### src/rtl/id_ex_stage.sv
// ID/EX pipeline register with forwarding-select generation, load-use hazard
// detection and saturating stall/flush event counters.
module id_ex_stage #(
    parameter int CTRL_W = 8,
    parameter int CNT_W  = 16
) (
    input  logic              clk,
    input  logic              reset_n,
    input  logic              HOLD,
    input  logic              FLUSH,
    input  logic              ID_VALID,
    input  logic [31:0]       ID_RD1,
    input  logic [31:0]       ID_RD2,
    input  logic [31:0]       ID_IMM,
    input  logic [31:0]       ID_PC,
    input  logic [4:0]        ID_RS1,
    input  logic [4:0]        ID_RS2,
    input  logic [4:0]        ID_RD,
    input  logic              ID_MEMREAD,
    input  logic              ID_REGWRITE,
    input  logic [CTRL_W-1:0] ID_CTRL,
    input  logic [4:0]        EXMEM_RD,
    input  logic              EXMEM_REGWRITE,
    input  logic [4:0]        MEMWB_RD,
    input  logic              MEMWB_REGWRITE,
    output logic [31:0]       RD1,
    output logic [31:0]       RD2,
    output logic [31:0]       IMM,
    output logic [31:0]       PC,
    output logic [4:0]        RS1,
    output logic [4:0]        RS2,
    output logic [4:0]        RD,
    output logic              MEMREAD,
    output logic              REGWRITE,
    output logic              VALID,
    output logic [CTRL_W-1:0] CTRL,
    output logic [1:0]        ForwardA,
    output logic [1:0]        ForwardB,
    output logic              STALL,
    output logic [CNT_W-1:0]  STALL_CNT,
    output logic [CNT_W-1:0]  FLUSH_CNT
);

    logic [31:0]       rd1_q, rd1_d, rd2_q, rd2_d, imm_q, imm_d, pc_q, pc_d;
    logic [4:0]        rs1_q, rs1_d, rs2_q, rs2_d, rd_q, rd_d;
    logic              memread_q, memread_d, regwrite_q, regwrite_d, valid_q, valid_d;
    logic [CTRL_W-1:0] ctrl_q, ctrl_d;
    logic [CNT_W-1:0]  stall_cnt_q, stall_cnt_d, flush_cnt_q, flush_cnt_d;
    logic              lu_s;

    function automatic logic [CNT_W-1:0] sat_inc(input logic [CNT_W-1:0] v);
        return (&v) ? v : v + {{(CNT_W-1){1'b0}}, 1'b1};
    endfunction

    // EX/MEM wins over MEM/WB; register 0 is never forwarded
    function automatic logic [1:0] fwd_sel(input logic [4:0] src,
                                           input logic [4:0] em_rd, input logic em_rw,
                                           input logic [4:0] mw_rd, input logic mw_rw);
        if (em_rw && (em_rd != 5'd0) && (em_rd == src)) begin
            return 2'b10;
        end else if (mw_rw && (mw_rd != 5'd0) && (mw_rd == src)) begin
            return 2'b01;
        end else begin
            return 2'b00;
        end
    endfunction

    assign lu_s = valid_q & memread_q & (rd_q != 5'd0) & ID_VALID &
                  ((rd_q == ID_RS1) | (rd_q == ID_RS2));

    assign STALL    = lu_s & ~FLUSH & ~HOLD;
    assign ForwardA = fwd_sel(rs1_q, EXMEM_RD, EXMEM_REGWRITE, MEMWB_RD, MEMWB_REGWRITE);
    assign ForwardB = fwd_sel(rs2_q, EXMEM_RD, EXMEM_REGWRITE, MEMWB_RD, MEMWB_REGWRITE);

    // Next-state selection: hold, then flush bubble, then load-use bubble, then capture
    always_comb begin
        rd1_d = rd1_q;  rd2_d = rd2_q;  imm_d = imm_q;  pc_d = pc_q;
        rs1_d = rs1_q;  rs2_d = rs2_q;  rd_d  = rd_q;
        memread_d = memread_q;  regwrite_d = regwrite_q;  valid_d = valid_q;
        ctrl_d = ctrl_q;
        stall_cnt_d = stall_cnt_q;  flush_cnt_d = flush_cnt_q;
        if (HOLD) begin
            valid_d = valid_q;
        end else if (FLUSH || lu_s) begin
            // Bubble keeps operand data; only control and indices are cleared
            valid_d = 1'b0;  memread_d = 1'b0;  regwrite_d = 1'b0;
            ctrl_d  = {CTRL_W{1'b0}};
            rs1_d = 5'd0;  rs2_d = 5'd0;  rd_d = 5'd0;
            if (FLUSH) begin
                flush_cnt_d = sat_inc(flush_cnt_q);
            end else begin
                stall_cnt_d = sat_inc(stall_cnt_q);
            end
        end else begin
            rd1_d = ID_RD1;  rd2_d = ID_RD2;  imm_d = ID_IMM;  pc_d = ID_PC;
            rs1_d = ID_RS1;  rs2_d = ID_RS2;  rd_d  = ID_RD;
            memread_d = ID_MEMREAD;  regwrite_d = ID_REGWRITE;  valid_d = ID_VALID;
            ctrl_d = ID_CTRL;
        end
    end

    // Pipeline and counter registers
    always_ff @(posedge clk or negedge reset_n) begin
        if (!reset_n) begin
            rd1_q <= 32'd0;  rd2_q <= 32'd0;  imm_q <= 32'd0;  pc_q <= 32'd0;
            rs1_q <= 5'd0;   rs2_q <= 5'd0;   rd_q  <= 5'd0;
            memread_q <= 1'b0;  regwrite_q <= 1'b0;  valid_q <= 1'b0;
            ctrl_q <= {CTRL_W{1'b0}};
            stall_cnt_q <= {CNT_W{1'b0}};
            flush_cnt_q <= {CNT_W{1'b0}};
        end else begin
            rd1_q <= rd1_d;  rd2_q <= rd2_d;  imm_q <= imm_d;  pc_q <= pc_d;
            rs1_q <= rs1_d;  rs2_q <= rs2_d;  rd_q  <= rd_d;
            memread_q <= memread_d;  regwrite_q <= regwrite_d;  valid_q <= valid_d;
            ctrl_q <= ctrl_d;
            stall_cnt_q <= stall_cnt_d;
            flush_cnt_q <= flush_cnt_d;
        end
    end

    assign RD1 = rd1_q;  assign RD2 = rd2_q;  assign IMM = imm_q;  assign PC = pc_q;
    assign RS1 = rs1_q;  assign RS2 = rs2_q;  assign RD  = rd_q;
    assign MEMREAD = memread_q;  assign REGWRITE = regwrite_q;  assign VALID = valid_q;
    assign CTRL = ctrl_q;
    assign STALL_CNT = stall_cnt_q;
    assign FLUSH_CNT = flush_cnt_q;

endmodule

### config.mk
export PLATFORM = sky130hd
export DESIGN_NAME = id_ex_stage
export DESIGN_NICKNAME = d
export VERILOG_FILES = /design/src/rtl/id_ex_stage.sv
export SDC_FILE = /design/constraint.sdc
export NUM_CORES = 1
export LEC_CHECK = 0
export ABC_AREA = 1
export CAP_MARGIN = 30
export CORE_MARGIN = 1
export CORE_UTILIZATION = 43
export CTS_CLUSTER_DIAMETER = 40
export CTS_CLUSTER_SIZE = 25
export DETAILED_ROUTE_END_ITERATION = 6
export HOLD_SLACK_MARGIN = 0.12
export PLACE_DENSITY = 0.83
export SLEW_MARGIN = 20
export SYNTH_ARGS = -nofsm -noshare
export SYNTH_HDL_FRONTEND = slang
export SYNTH_SLANG_ARGS = --single-unit
### constraint.sdc
create_clock -name clk -period 1.8 [get_ports clk]
set_clock_uncertainty 0.05 [all_clocks]
set_input_delay 0.45 -clock clk [delete_from_list [all_inputs] [get_ports clk]]
set_output_delay 0.45 -clock clk [all_outputs]
set_load 0.05 [all_outputs]
Word level (Yosys, flattened, before mapping)
Index checks and enable logic that the tools add are counted.
{"block": "word_totals", "reg_bits": 186, "latch_bits": 0, "ram_bits": 0, "mem_bits_ro": 0, "out_inout_bits": 191, "wordCells": 59, "mem_count": 0}
{"block": "classes", "addsub": 2, "mul": 0, "div_mod_pow": 0, "n_lt_le_gt_ge": 0, "n_eq_ne": 6, "shifts": 0, "mux": 11, "n_bitwise": 12, "n_reduce_logical": 15}
{"operator": "$add 16x1->16 const B", "n": 2}
{"operator": "$reduce_and 16->1", "n": 2}
{"operator": "$eq 5x5->1", "n": 6}
{"operator": "$mux 5", "n": 3}
{"operator": "$reduce_bool 5->1", "n": 3}
{"operator": "$mux 8", "n": 1}
{"operator": "$reduce_and 4->1", "n": 2}
{"operator": "$and 1x1->1", "n": 6}
{"operator": "$logic_and 1x1->1", "n": 6}
{"operator": "$mux 1", "n": 5}
{"operator": "$not 1->1", "n": 5}
{"operator": "$mux 2", "n": 2}
{"operator": "$reduce_and 2->1", "n": 1}
{"operator": "$logic_or 1x1->1", "n": 1}
{"operator": "$or 1x1->1", "n": 1}

Depth between registers and ports, before layout
{"block": "logic_depth", "ltp_word": 7, "depth_mapped": 12, "depth_no_buf": 10}

Worst setup path before layout
Ideal clock, no wire load.
{"block": "synth_timing", "path_type": "register to output", "startpoint": "register rs1_q[0], in the netlist RS1[0]", "endpoint": "output port ForwardA[0]", "arrival_ns": 3.118, "slack_ns": -1.818, "path_stages_with_launch": 5, "path_cell_list": "dfrtp_1 -> xnor2_1 -> nand3_1 -> nor4_1 -> nor2_1"}
{"block": "synth_between", "elab_chain_cells": 4, "elab_cells_between_ends": 6}
{"item": "from (decl)", "line_no": "45", "text": "logic [4:0] rs1_q, rs1_d, rs2_q, rs2_d, rd_q, rd_d;"}
{"item": "from (signal assigned)", "line_no": "113", "text": "rs1_q <= rs1_d; rs2_q <= rs2_d; rd_q <= rd_d;"}
{"item": "$eq 5x5->1", "line_no": "61", "text": "end else if (mw_rw && (mw_rd != 5'd0) && (mw_rd == src)) begin"}
{"item": "$logic_and 1x1->1", "line_no": "61"}
{"item": "$mux 1", "line_no": "61"}
{"item": "$mux 2 (*)", "line_no": "59", "text": "if (em_rw && (em_rd != 5'd0) && (em_rd == src)) begin"}
{"item": "to (decl)", "line_no": "37", "text": "output logic [1:0] ForwardA,"}
Mark *: on every way between the ends. The rest lies on a longest branch, timed or not.

Final worst setup path
{"block": "layout_timing", "startpoint": "register rs1_q[2], in the netlist RS1[2]", "endpoint": "output port ForwardA[0]"}
The elaborated chain is that of the path after synthesis.

==> results.txt <==
outcome - complete, but fails checks
failing checks - negative setup slack
H-tree Lvls - 4
Die Span Y - 141 um
most frequent cells in the layout - nand2_1 (314), buf_4 (199), dfrtp_1 (162)
delay-heaviest family, CP - simple AND/OR/NAND/NOR gates
global route total overflow - 0
wl on met1 - 14200 um
actual slew at the worst max-slew pin - 0.438 ns
CP Max Fanout - 3
warnings from Yosys - 0
Initial Util - 44.2%
DRT Pass-1 Iters - 5
crit end category - output port
largest cells by area after synthesis - dfrtp_1 (56%), nand2_1 (19%), nand3_1 (9.8%)
Yosys cell types - 24
critical path arrival - 2.01 ns
final worst path period need - 2.51 ns
CORE AREA - 18900 um^2
Final Cycle Share - 140%
final wirelength - 42300 um
# setup viols final - 175
Final Util - 86.2%
DR WL met2 - 20300 um
post-synthesis sequential area ratio - 55.7%
kind of critical path - reg -> out
Wirelength per Cell - 24.3 um
remaining antenna violation count - 0
CP bufs+invs - 2
synth-to-layout area growth - 94.9%
routed length on met3 - 4580 um
slowest CP cell - dfrtp_2
IO Port Bufs - 360
fill count - 895
Mapped Cells - 992
slew margin rel. - 70.8%
max layer used - met5
RD Place Congestion - 0.898
commonest non-fill, non-tap cell in the layout - nand2_1
area leader, netlist - dfrtp_1
Synth Net Count - 1164
Worst path max stage delay - 0.44 ns
final slew viol count - 0
first-pass GRT wire length - 51800 um
Fmax - 0.398 GHz
RSZ-0062 raised after global routing - yes
R2R depth - 15
Worst Setup EP - ForwardA[0]
Remaining DRCs - 0
Mapped Area - 8350 um^2
DR vias/cell - 5.64
CTS tree - built
total power - 13.8 mW
Worst Setup SP - RS1[2]$_DFFE_PN0N_
Pwr Density - 849 nW/um^2
Worst R2R End - MEMREAD$_DFFE_PN0N_
nets - 1636
DIE AREA - 20000 um^2
CTS Root Cell - clkbuf_16
largest net degree at the start of global routing - 49
Synth Register Bits - 186
CP Cell Sequence - buf_6, xor2_1, nor3_1, nand4_1, nor2_4, buf_12
number of clock sinks - 186
clk buf depth - 2
Mapped Avg Cell Area - 8.42 um^2
Worst Path Required - 1.30 ns
Worst-Skew Late Latency - 0.43 ns
Rows - 50
CTS clk-pin slew, worst paths - 0.08 ns
IO Pins - 361
R2R Setup Slk - -0.46 ns
r2r startpoint - RD[3]$_DFFE_PN0N_
CTS buffer count - 17
Tot GR Track Use - 34.2%
Fin. Hold Viols - 0
class of the worst hold path - in -> reg
leakage power - 7.87 nW
Die W - 141 um
final setup margin - -0.714 ns
initial antenna violation count - 8
Worst IR Drop VDD - 0.000729 V
layout cell share with drive strength beyond 1 - 44.5%
Max-Cap Viols - 0
number of global-route vias before repair - 9473
Crit path depth - 6
HPWL after DPL - 20100 um
initial DRC count - 664
Yosys top cell area share - 55.7%
Setup crit start kind - flop
total vias in the final route - 9830
[state kept, by name, indices dropped and copies added (netlist names)]
| register | flops |
|---|---|
| VALID | 1 |
| RD2 | 32 |
| RD | 5 |
| REGWRITE | 1 |
| CTRL | 8 |
| STALL_CNT | 16 |
| RD1 | 32 |
| IMM | 32 |
| MEMREAD | 1 |
| RS2 | 5 |
| RS1 | 5 |
| FLUSH_CNT | 16 |
| PC | 32 |
[report_power, final]
part | total (mW) | leakage [nW] | switching [mW] | internal, mW
sequential | 5.10 | 2.32 | 0.453 | 4.64
combinational | 4.92 | 5.26 | 3.05 | 1.87
clock | 3.79 | 0.284 | 1.94 | 1.86
[worst min-delay path by stage]
| stage | start | endpoint | slack (ns) | cells after the start |
|---|---|---|---|---|
| 2_1_floorplan | reset_n | CTRL[0]$_DFFE_PN0N_ | 0.10 | 0 |
| 3_3_place_gp | reset_n | PC[28]$_DFFE_PN0P_ | 0.35 | 1 |
| 3_5_place_dp | reset_n | PC[15]$_DFFE_PN0P_ | 0.34 | 1 |
| 4_1_cts | IMM[17]$_DFFE_PN0P_ | IMM[17]$_DFFE_PN0P_ | 0.43 | 2 |
| 5_1_grt | ID_RS2[4] | RS2[4]$_DFFE_PN0N_ | 0.39 | 4 |
| 6_report | ID_RS2[4] | RS2[4]$_DFFE_PN0N_ | 0.38 | 4 |
[synth_stat cells (all sizes together)]
master,number
nand2,421
dfrtp,186
nand3,164
buf,44
inv,38
nor2,34
xor2,30
o21ai,20
xnor2,20
nand4,11
nor3,11
clkbuf,8
ha,2
nor4,2
nand3b,1
[worst min-delay path, delay by kind of cell]
family | cells | cell delay (ns)
compound gates | 1 | 0.05
buf+inv | 3 | 0.32
[per-layer routing]
| layer | up-vias | GRT usage [%] |
|---|---|---|
| met5 | - | 0 |
| met1 | 4724 | 38.8 |
| met3 | 265 | 10.1 |
| met2 | 708 | 56.3 |
| li1 | 4127 | - |
| met4 | 6 | 22.4 |
[timing repair]
action | CTS | global route
setup buffers | 27 | 12
hold buffers | 1 | 0
endpoints found under the hold margin | 31 | 0
resized for setup | 175 | 221
setup endpoints to repair | 120 | 176
cloned | 27 | 13
pin swaps | 37 | 71
[per-stage QoR]
stage	setup WS, ns	cell area (um^2)	TNS (ns)	cells	hold WS, ns
2_1_floorplan	-0.457	8440	-1.46	992	0.104
3_3_place_gp	-0.720	13000	-64.87	1635	0.346
3_5_place_dp	-0.768	13000	-69.71	1635	0.344
4_1_cts	-0.520	15100	-41.09	1722	0.428
5_1_grt	-0.800	16300	-72.39	1740	0.387
6_report	-0.714	16300	-60.22	1743	0.381
[logic make-up after synthesis]
group	share of synthesized area, %
AND/OR/NAND/NOR	32.5
flip-flops	55.7
buffers and inverters	5.03
XOR/XNOR	5.24
AO/OA/AOI/OAI	1.20
adder cells (fa/ha/maj)	0.300
[layout make-up]
| class | instances | area, um^2 | share of cell area, % |
|---|---|---|---|
| tap | 260 | 325 | 2.00 |
| timing repair buffer | 504 | 5950 | 36.6 |
| clock buffer | 17 | 425 | 2.61 |
| clock inverter | 15 | 159 | 0.976 |
| multi-input combinational | 717 | 4570 | 28.1 |
| sequential | 186 | 4680 | 28.8 |
| inverter | 38 | 146 | 0.899 |
| antenna | 6 | 15.0 | 0.0922 |
No activity file was read; power rests on OpenSTA's default activity.
